File: src/rtl/button_reader.sv
// rtl/button_reader.sv - debounced pushbutton reader with press/release/long-press events
//
// Ports:
//   clk           system clock
//   rst           synchronous active-high reset
//   btn_in        raw asynchronous button pin
//   btn_level     debounced level, 1 = pressed
//   press_pulse   one-cycle pulse on an accepted press
//   release_pulse one-cycle pulse on an accepted release
//   long_pulse    one-cycle pulse when a hold reaches LONG_PRESS_CYCLES (once per press)
//   press_count   wrapping count of accepted presses
module button_reader #(
  parameter int DEBOUNCE_CYCLES   = 16,
  parameter int LONG_PRESS_CYCLES = 1000,
  parameter bit ACTIVE_LOW        = 1'b1,
  parameter int CNT_W             = 8
) (
  input  logic             clk,
  input  logic             rst,
  input  logic             btn_in,
  output logic             btn_level,
  output logic             press_pulse,
  output logic             release_pulse,
  output logic             long_pulse,
  output logic [CNT_W-1:0] press_count
);

  localparam int DB_W   = $clog2(DEBOUNCE_CYCLES) + 1;
  localparam int HOLD_W = $clog2(LONG_PRESS_CYCLES) + 1;
  localparam logic [DB_W-1:0]   DB_LAST   = DB_W'(DEBOUNCE_CYCLES - 1);
  localparam logic [HOLD_W-1:0] HOLD_LAST = HOLD_W'(LONG_PRESS_CYCLES - 1);

  typedef enum logic [1:0] {
    IDLE,
    PRESS_WAIT,
    HELD,
    RELEASE_WAIT
  } state_t;

  logic              s1_q, s2_q;
  logic              p;
  state_t            state_q, state_d;
  logic [DB_W-1:0]   db_cnt_q, db_cnt_d;
  logic [HOLD_W-1:0] hold_q, hold_d;
  logic              long_done_q, long_done_d;
  logic              level_q, level_d;
  logic              press_q, press_d;
  logic              rel_q, rel_d;
  logic              long_q, long_d;
  logic [CNT_W-1:0]  count_q, count_d;

  // Synchronizer flops reset to the released pin value so a button held
  // through reset is seen as a fresh press afterwards.
  always_ff @(posedge clk) begin
    if (rst) begin
      s1_q <= ACTIVE_LOW;
      s2_q <= ACTIVE_LOW;
    end else begin
      s1_q <= btn_in;
      s2_q <= s1_q;
    end
  end

  // Normalized level: 1 = pressed regardless of pin polarity.
  assign p = s2_q ^ ACTIVE_LOW;

  always_comb begin
    state_d     = state_q;
    db_cnt_d    = db_cnt_q;
    hold_d      = hold_q;
    long_done_d = long_done_q;
    level_d     = level_q;
    press_d     = 1'b0;
    rel_d       = 1'b0;
    long_d      = 1'b0;
    count_d     = count_q;

    // Hold timer runs in both HELD and RELEASE_WAIT so release bounce does
    // not disturb long-press detection; it saturates at HOLD_LAST.
    if (state_q == HELD || state_q == RELEASE_WAIT) begin
      if (hold_q < HOLD_LAST) begin
        hold_d = hold_q + 1'b1;
      end else if (!long_done_q) begin
        long_d      = 1'b1;
        long_done_d = 1'b1;
      end
    end

    case (state_q)
      IDLE: begin
        if (p) begin
          state_d  = PRESS_WAIT;
          db_cnt_d = '0;
        end
      end
      PRESS_WAIT: begin
        if (!p) begin
          state_d  = IDLE;
          db_cnt_d = '0;
        end else if (db_cnt_q == DB_LAST) begin
          state_d     = HELD;
          level_d     = 1'b1;
          press_d     = 1'b1;
          count_d     = count_q + 1'b1;
          hold_d      = '0;
          long_done_d = 1'b0;
        end else begin
          db_cnt_d = db_cnt_q + 1'b1;
        end
      end
      HELD: begin
        if (!p) begin
          state_d  = RELEASE_WAIT;
          db_cnt_d = '0;
        end
      end
      RELEASE_WAIT: begin
        if (p) begin
          state_d = HELD;
        end else if (db_cnt_q == DB_LAST) begin
          state_d = IDLE;
          level_d = 1'b0;
          rel_d   = 1'b1;
        end else begin
          db_cnt_d = db_cnt_q + 1'b1;
        end
      end
      default: state_d = IDLE;
    endcase
  end

  always_ff @(posedge clk) begin
    if (rst) begin
      state_q     <= IDLE;
      db_cnt_q    <= '0;
      hold_q      <= '0;
      long_done_q <= 1'b0;
      level_q     <= 1'b0;
      press_q     <= 1'b0;
      rel_q       <= 1'b0;
      long_q      <= 1'b0;
      count_q     <= '0;
    end else begin
      state_q     <= state_d;
      db_cnt_q    <= db_cnt_d;
      hold_q      <= hold_d;
      long_done_q <= long_done_d;
      level_q     <= level_d;
      press_q     <= press_d;
      rel_q       <= rel_d;
      long_q      <= long_d;
      count_q     <= count_d;
    end
  end

  assign btn_level     = level_q;
  assign press_pulse   = press_q;
  assign release_pulse = rel_q;
  assign long_pulse    = long_q;
  assign press_count   = count_q;

endmodule
File: config.mk
export PLATFORM = sky130hd
export DESIGN_NAME = button_reader
export DESIGN_NICKNAME = d
export VERILOG_FILES = /design/src/rtl/button_reader.sv
export SDC_FILE = /design/constraint.sdc
export NUM_CORES = 1
export LEC_CHECK = 0
export ABC_AREA = 1
export BUFFER_PORTS_ARGS = -buffer_cell sky130_fd_sc_hd__clkbuf_2
export CAP_MARGIN = 20
export CELL_PAD_IN_SITES_DETAIL_PLACEMENT = 2
export CELL_PAD_IN_SITES_GLOBAL_PLACEMENT = 2
export CORE_ASPECT_RATIO = 2
export CORE_MARGIN = 2
export CORE_UTILIZATION = 32
export CTS_BUF_LIST = sky130_fd_sc_hd__clkbuf_8
export DETAILED_ROUTE_END_ITERATION = 7
export PLACE_DENSITY_LB_ADDON = 0.1
export SETUP_SLACK_MARGIN = 0.2
export SYNTH_ARGS = -nofsm -noshare
export SYNTH_HDL_FRONTEND = slang
export SYNTH_SLANG_ARGS = --single-unit
export TNS_END_PERCENT = 30
File: constraint.sdc
create_clock -name clk -period 3 [get_ports clk]
set_input_delay 0.3 -clock clk [delete_from_list [all_inputs] [get_ports clk]]
set_output_delay 0.3 -clock clk [all_outputs]
set_load 0.05 [all_outputs]
---- After elaboration in Yosys (flattened, before gate mapping) ----
Index checks and enable logic that the tools add are counted.
storage, ports and cells
  register bits after elaboration ......... 33
  bits of input ports ..................... 3
  output and inout port bits .............. 12
  word-level logic and storage cells ...... 71
cells by class
  add/subtract/negate cells ............... 3
  order comparisons ....................... 1
  equality and inequality tests ........... 12
  mux-type cells .......................... 30
  bitwise gates (word level) .............. 4
  reduce and logical (&&, ||, !) cells .... 10
operators by type and width
  operator                 count
  $mux W11                 5
  $mux W5                  5
  $pmux W5 S4              1
  $mux W2                  6
  $add A11 B1 Y11 const B  1
  $lt A11 B10 Y1 const B   1
  $mux W1                  11
  $ne A2 B2 Y1 const B     5
  $reduce_or A3 Y1         3
  $add A8 B1 Y8 const B    1
  $pmux W2 S4              1
  $reduce_and A3 Y1        2
  $add A5 B1 Y5 const B    1
  $eq A5 B4 Y1 const B     1
  $reduce_and A5 Y1        1
  $eq A2 B2 Y1 const B     2
  $not A1 Y1               4
  $reduce_and A4 Y1        1
  $ne A3 B2 Y1 const B     1
  $ne A3 B3 Y1 const B     1
  $eq A2 B1 Y1 const B     1
  $logic_not A2 Y1         1
  $ne A2 B1 Y1 const B     1
  $pmux W1 S2              1
  other kinds (2)          2

---- Longest topological paths before layout ----
Gate-level depths: netlist of the first run.
  word-level depth ........................ 6
  gate-level depth with buffers ........... 10
  depth with buffers taken out ............ 10

---- Worst setup path after synthesis of the first run ----
OpenSTA, ideal clock, no wires.
  path type ............................... register to register
  start ................................... register count_q[0], in the netlist press_count[0]
  end ..................................... register count_q[7], in the netlist press_count[7]
  library setup time ...................... 0.117 ns
  data arrival time ....................... 1.441 ns
  data required time ...................... 2.883 ns
  setup slack ............................. 1.442 ns
  cell stages (with the launch flop) ...... 6
  path buffers ............................ 0
  period minus slack after synthesis ...... 1.558 ns
  path through ............................ dfxtp_1 -> nand3_1 -> nor4_1 -> nand3_1 -> nand2_1 -> nor2_2
between the ends
  cells in the longest elaborated chain, start to end .. 1
RTL lines
  what                    line  text
  start, declared         50    logic [CNT_W-1:0] count_q, count_d;
  start signal, assigned  152   count_q <= count_d;
  $add A8 B1 Y8           104   count_d = count_q + 1'b1;
Every way passes these cells.
A chain may end at the register's enable or synchronous reset.

==> out/metrics.cfg, run 1 <==
[clock_network]
cts_buffers = 5
cts_buffer_depth = 2
clk_pin_slew_worst_paths_ns = 0.07
hold_buffers = 0
cts_sinks = 33
post-cts-setup-buffers = 0
ctsResizeCount = 0
htree_levels = 2
clock_latency_ns = 0.29
cts_tree = done
root_buffer = clkbuf_8

[layout]
fin_nets = 256
multi_input_area_um2 = 933
drive_gt1_frac = 0.203
fin_cells = 311
syn_to_final_growth_pct = 11.6
n_fill_cell = 650
postLayoutCellArea_um2 = 1960
largest_reg_flops = 11
regMostFlops = hold_q
diodes = 0
register_area_um2 = 661

[floorplan]
io_pins = 15
row_count = 38
die_area_um2 = 6140
coreArea_um2 = 5370
start_util = 0.327
die_x_um = 56.4
die_height_um = 109

[logic_synthesis]
synth_area_um2 = 1760
ys_ff_latch = 33
ys.flop_type = dfxtp_1
syn-num-nets = 238
synth_edf_count = 0
syn-instance-count = 232
postSynthAreaPerCell_um2 = 7.58
async_reset_ff_frac = 0
ys_seq_area_frac = 0.376
yosysWarningCount = 0
synth_cell_types = 36

[worst_setup_path]
crit_required_ns = 3.19
cp_slowest_cell = dfxtp_1
crit_cells = 8
path_cells = inv_2 > nand2_2 > nand3_4 > nor2_8 > nand2_8 > inv_8 > nand3_1 > and3_1
reg2reg_to = press_count[2]$_SDFFE_PP0P_
r2r_cells = 8
path_max_fanout = 8
r2r_setup_slack_ns = 1.43
critPathMaxStageDelay_ns = 0.52
path_buf_inv = 2
cp_top_family = simple AND/OR/NAND/NOR gates
crit_arrival_ns = 1.77
cp-start-kind = flop
crit_type = flop to flop
critPathCaptureType = flop

[sta]
clock.fmax_mhz = 636
clock_skew_ns = 0.00950
max-slew-margin-rel = 0.700
finalSetupViolations = 0
period_needed_ns = 1.57
hold_viol = 0
grt_setup_unrepaired = false
tns_ns = 0
maxSlewViolCount = 0
period_share = 0.524
whs_ns = 0.192
tightest_slew_ns = 0.450

[min_path]
hold_end = s1_q$_SDFF_PP1_
hold_depth = 2
min-delay-start = btn_in
hp-class = input pin to flop

[global_route]
grt_pass1_vias = 1676
gr-total-overflow = 0
grt.total_usage = 0.170
grt_antenna_before_repair = 0
grt_first_pass_wirelength_um = 8010
grt_max_degree = 16

[run]
cap_violations = 0

[drt]
drtIter0Drc = 31
route.detailed.drc = 0
routed_via_density = 4.95
firstDrtPassIters = 4
vias = 1538
wl_um = 4520
drtAntennaViolNets = 0
avgRoutedWirePerCell_um = 14.5

[power_and_ir_drop]
p_leak_uw = 0.000826
max-vdd-ir-drop_mv = 0.367
p_per_area_nw_per_um2 = 422

[placed_design]
dp.cells = 303
routabilityCongestion = 0.740
io_buffers = 14
place_area_um2 = 1880
hpwl_um = 3630

[run_status]
status = complete, no violations

==> worst max path at each step <==
stage | to
finish | press_count[2]$_SDFFE_PP0P_
global route | press_count[2]$_SDFFE_PP0P_
CTS | long_done_q$_SDFF_PP0_
detailed placement | press_count[2]$_SDFFE_PP0P_
global placement | hold_q[1]$_SDFF_PP0_
floorplan | press_count[7]$_SDFFE_PP0P_
==> where the power goes <==
part	leakage (µW)	total (µW)	switching, µW	internal [µW]
combinational	0.000510	47.6	32.2	15.5
clock	0.0000491	328	170	157
sequential	0.000267	454	8.73	445
==> synthesized netlist by cell type, types with 2 or more instances <==
master | count | share of area
nand2_1 | 48 | 0.10
dfxtp_1 | 33 | 0.38
o21ai_0 | 6 | 0.017
nor2_2 | 3 | 0.011
inv_1 | 29 | 0.062
o21bai_1 | 3 | 0.013
xor2_1 | 5 | 0.025
nor4_1 | 2 | 0.0071
a21oi_1 | 9 | 0.026
nor3_1 | 8 | 0.023
ha_1 | 3 | 0.021
o21ai_1 | 3 | 0.0085
nand4_1 | 6 | 0.021
nor2_4 | 3 | 0.019
inv_2 | 2 | 0.0043
nor2_1 | 19 | 0.041
nor2_8 | 2 | 0.023
buf_6 | 2 | 0.013
nand2_2 | 5 | 0.018
nand3_1 | 22 | 0.063
or2_2 | 2 | 0.0071
a21oi_2 | 3 | 0.015
==> worst reg2reg max path: cells and delay by family, from the launching register on <==
family,cells,cell delay (ns)
AND/OR/NAND/NOR,6,0.72
flip-flops,1,0.52
buffers and inverters,2,0.24
==> placed cells by master (no fill, tap or decap), types with 3 or more instances in the layout <==
| master | instances |
|---|---|
| clkbuf_2 | 14 |
| o21ai_0 | 6 |
| nand3_1 | 22 |
| nor2_1 | 19 |
| o21bai_1 | 3 |
| a21oi_1 | 9 |
| nor2_2 | 3 |
| nand2_1 | 48 |
| a21oi_2 | 3 |
| nand2_2 | 5 |
| nor2_4 | 3 |
| o21ai_1 | 3 |
| nand4_1 | 6 |
| ha_1 | 3 |
| nor3_1 | 8 |
| inv_1 | 30 |
| clkbuf_8 | 5 |
| xor2_1 | 5 |
| dfxtp_1 | 33 |
==> per-stage QoR <==
stage               worst slack, ns  power, µW   util
global placement               1.49        513  0.350
CTS                            1.40        851  0.365
floorplan                      1.44        500      -
detailed placement             1.40        513  0.350
finish                         1.43        829  0.365
global route                   1.27        876  0.365
==> area by class of cell <==
| class | count | share of cell area |
|---|---|---|
| flip-flops and latches | 33 | 0.337 |
| repair buffers | 15 | 0.0395 |
| clock inverters | 3 | 0.00701 |
| inverters | 33 | 0.0682 |
| multi-input cells | 162 | 0.475 |
| well taps | 60 | 0.0382 |
| clock buffers | 5 | 0.0351 |
==> cell families after synthesis <==
family                   synth area share
AO/OA/AOI/OAI                      0.0925
XOR/XNOR                           0.0249
adder cells (fa/ha/maj)            0.0213
buffers and inverters              0.0939
flip-flops                          0.376
AND/OR/NAND/NOR                     0.392
==> metal layers <==
metal  vias up  GRT usage  part of all wire
met3         6     0.0261             0.019
met4         0     0.0765             0.022
met2        14      0.345              0.61
li1        781          -                 -
met5         -          0                 0
met1       737      0.159              0.34
No activity file was read; power rests on OpenSTA's default activity.
==> run 2: changes to the inputs <==
==> constraint.sdc (replaced) <==
create_clock -name clk -period 1.38 [get_ports clk]
set_input_delay 0.138 -clock clk [delete_from_list [all_inputs] [get_ports clk]]
set_output_delay 0.138 -clock clk [all_outputs]
set_load 0.05 [all_outputs]
==> run 2 against run 1 <==
Total power increased by 130%. Fmax increased by 18%. Largest cell class unchanged. Critical endpoint is now hold_q[1]$_SDFF_PP0_. Highest routed layer unchanged. Register-to-register slack got worse by 1.4 ns. Clock-buffer cell count increased by 1.
==> out/metrics.cfg, run 2 (synthesis results as in run 1) <==
[run_status]
status = complete, no violations

[sta]
max-slew-margin-rel = 0.785  ; +0.0855
maxSlewViolCount = 0  ; unchanged
period_needed_ns = 1.34  ; -0.235 ns
clock.fmax_mhz = 747  ; +18%
tns_ns = 0  ; unchanged
whs_ns = 0.0316  ; -0.160 ns
tightest_slew_ns = 0.319  ; -0.131 ns
grt_setup_unrepaired = true
finalSetupViolations = 0  ; unchanged
hold_viol = 0  ; unchanged
period_share = 0.970  ; +0.445
clock_skew_ns = 0.0163  ; +0.00681 ns

[drt]
route.detailed.drc = 0  ; unchanged
drtAntennaViolNets = 0  ; unchanged
drtIter0Drc = 42  ; +35%
wl_um = 5780  ; +28%
avgRoutedWirePerCell_um = 16.5  ; +13%
vias = 1776  ; +15%
firstDrtPassIters = 4  ; unchanged
routed_via_density = 5.06  ; +2.3%

[worst_setup_path]
crit_required_ns = 1.58  ; -1.61 ns
critPathCaptureType = flop
r2r_cells = 8  ; unchanged
r2r_setup_slack_ns = 0.04  ; -1.38 ns
reg2reg_from = hold_q[4]$_SDFF_PP0_
cp_slowest_cell = dfxtp_4
cp-startpoint = hold_q[4]$_SDFF_PP0_
critPathMaxStageDelay_ns = 0.37  ; -0.15 ns
cp-start-kind = flop
path_max_fanout = 8  ; unchanged
path_cells = nor2_4 > nor2_2 > nand2_2 > nand2_4 > nor2_4 > nand2_2 > nor2_2 > nor2_1
crit_type = flop to flop
crit_arrival_ns = 1.54  ; -0.23 ns
reg2reg_to = hold_q[1]$_SDFF_PP0_

[clock_network]
hold_buffers = 0  ; unchanged
clk_pin_slew_worst_paths_ns = 0.08  ; about the same
htree_levels = 2  ; unchanged
cts_tree = done
root_buffer = clkbuf_8
cts_buffers = 5  ; unchanged
clock_latency_ns = 0.30  ; about the same
cts_sinks = 33  ; unchanged
cts_buffer_depth = 2  ; unchanged

[layout]
mostFrequentLayoutCells = nand2_1 (41), buf_4 (39), inv_1 (26), nand3_1 (14), clkbuf_2 (14)
regMostFlops = hold_q
syn_to_final_growth_pct = 41.7
diodes = 0  ; unchanged
drive_gt1_frac = 0.495  ; +0.292
postLayoutCellArea_um2 = 2490  ; +27%
fin_nets = 296  ; +16%
n_fill_cell = 615  ; -5.4%
mostFrequentLayoutCell = nand2_1
largest_reg_flops = 11  ; unchanged

[placed_design]
io_buffers = 14  ; unchanged
place_area_um2 = 2140  ; +14%
hpwl_um = 4020  ; +11%
routabilityCongestion = 0.740  ; about the same

[global_route]
grt_first_pass_wirelength_um = 9490  ; +19%
gr-total-overflow = 0  ; unchanged
groute.layer.met1.usage = 0.180  ; +0.0212
grt.busiest_layer = met2
grt_antenna_before_repair = 0  ; unchanged
grt.total_usage = 0.206  ; +0.0359
grt_max_degree = 18  ; +2
grtUsageMet3 = 0.0308  ; +0.00474
grt_pass1_vias = 1995  ; +19%
use_met2 = 0.425  ; +0.0806

[power_and_ir_drop]
p_leak_uw = 0.00109  ; +32%
max-vdd-ir-drop_mv = 0.674  ; +83%
p_per_area_nw_per_um2 = 767  ; +82%

[min_path]
hold_end = s1_q$_SDFF_PP1_
hold_depth = 2  ; unchanged
min-delay-start = btn_in
hp-class = input pin to flop

[floorplan]
die_area_um2 = 6140  ; unchanged
coreArea_um2 = 5370  ; unchanged
die_height_um = 109  ; unchanged
io_pins = 15  ; unchanged
die_x_um = 56.4  ; unchanged
start_util = 0.327  ; unchanged
row_count = 38  ; unchanged

[run]
cap_violations = 0  ; unchanged

[run 2: cell types whose count changed in the layout (fill, tap and decap cells not counted), moves of 4 or more]
cell,before,now
nand2_1,48,41
buf_4,1,39
dfxtp_2,0,11
nor2_1,19,13
nand2_2,5,9
nand3_2,0,8
nor2_4,3,8
dfxtp_1,33,13
nor3_1,8,4
inv_1,30,26
inv_2,2,7
nand3_1,22,14
dfxtp_4,0,9
[run 2: how the worst max path moves through the flow]
stage                                        endpoint  cells past startpoint
after global routing             hold_q[2]$_SDFF_PP0_                      9
after global placement           hold_q[3]$_SDFF_PP0_                      9
after floorplan           press_count[7]$_SDFFE_PP0P_                      5
final                            hold_q[1]$_SDFF_PP0_                      8
after CTS                        hold_q[8]$_SDFF_PP0_                      8
after detailed placement         hold_q[3]$_SDFF_PP0_                      9
[run 2: per-stage QoR]
| step | cells | power [µW] | setup slack [ns] | utilization |
|---|---|---|---|---|
| after global routing | 351 | 2010 | -0.0588 | 0.464 |
| after CTS | 349 | 1940 | 0.0644 | 0.453 |
| after detailed placement | 330 | 1150 | -0.0634 | 0.398 |
| final | 351 | 1910 | 0.0419 | 0.464 |
| after global placement | 330 | 1150 | -0.0711 | 0.398 |
| after floorplan | 232 | 1090 | 0.131 | - |
[run 2: cell type report]
class                           instances  area, µm²  share of cell area
Timing Repair Buffer                   53        363               0.146
Sequential cell                        33        708               0.284
Multi-Input combinational cell        164       1120               0.449
Inverter                               33        136              0.0547
Tap cell                               60       75.1              0.0301
Clock buffer                            6       82.6              0.0331
Clock inverter                          2       7.51             0.00301
[run 2: metal layers]
metal / up-vias / routed length [µm]
met3: 15 / 127
met1: 869 / 1910
met2: 21 / 3600
met5: - / 0
met4: 0 / 153
li1: 871 / -
[run 2: what timing repair did]
action,4_1_cts,5_1_grt
gates resized for setup,41,14
setup buffers,10,1
gates cloned,1,1
setup endpoints to repair,28,29
pin swaps,13,12
[run 2: where the power goes]
| group | total (µW) | switching (µW) | internal [µW] | leakage [µW] |
|---|---|---|---|---|
| registers | 977 | 20.3 | 956 | 0.000278 |
| logic | 165 | 93.8 | 71.1 | 0.000756 |
| clock network | 769 | 377 | 392 | 0.0000538 |
[run 2: worst max-delay path, delay by kind of cell, from the launching register on]
kind	cells	cell delay (ns)
AND/OR/NAND/NOR	8	0.88
flip-flops	1	0.37
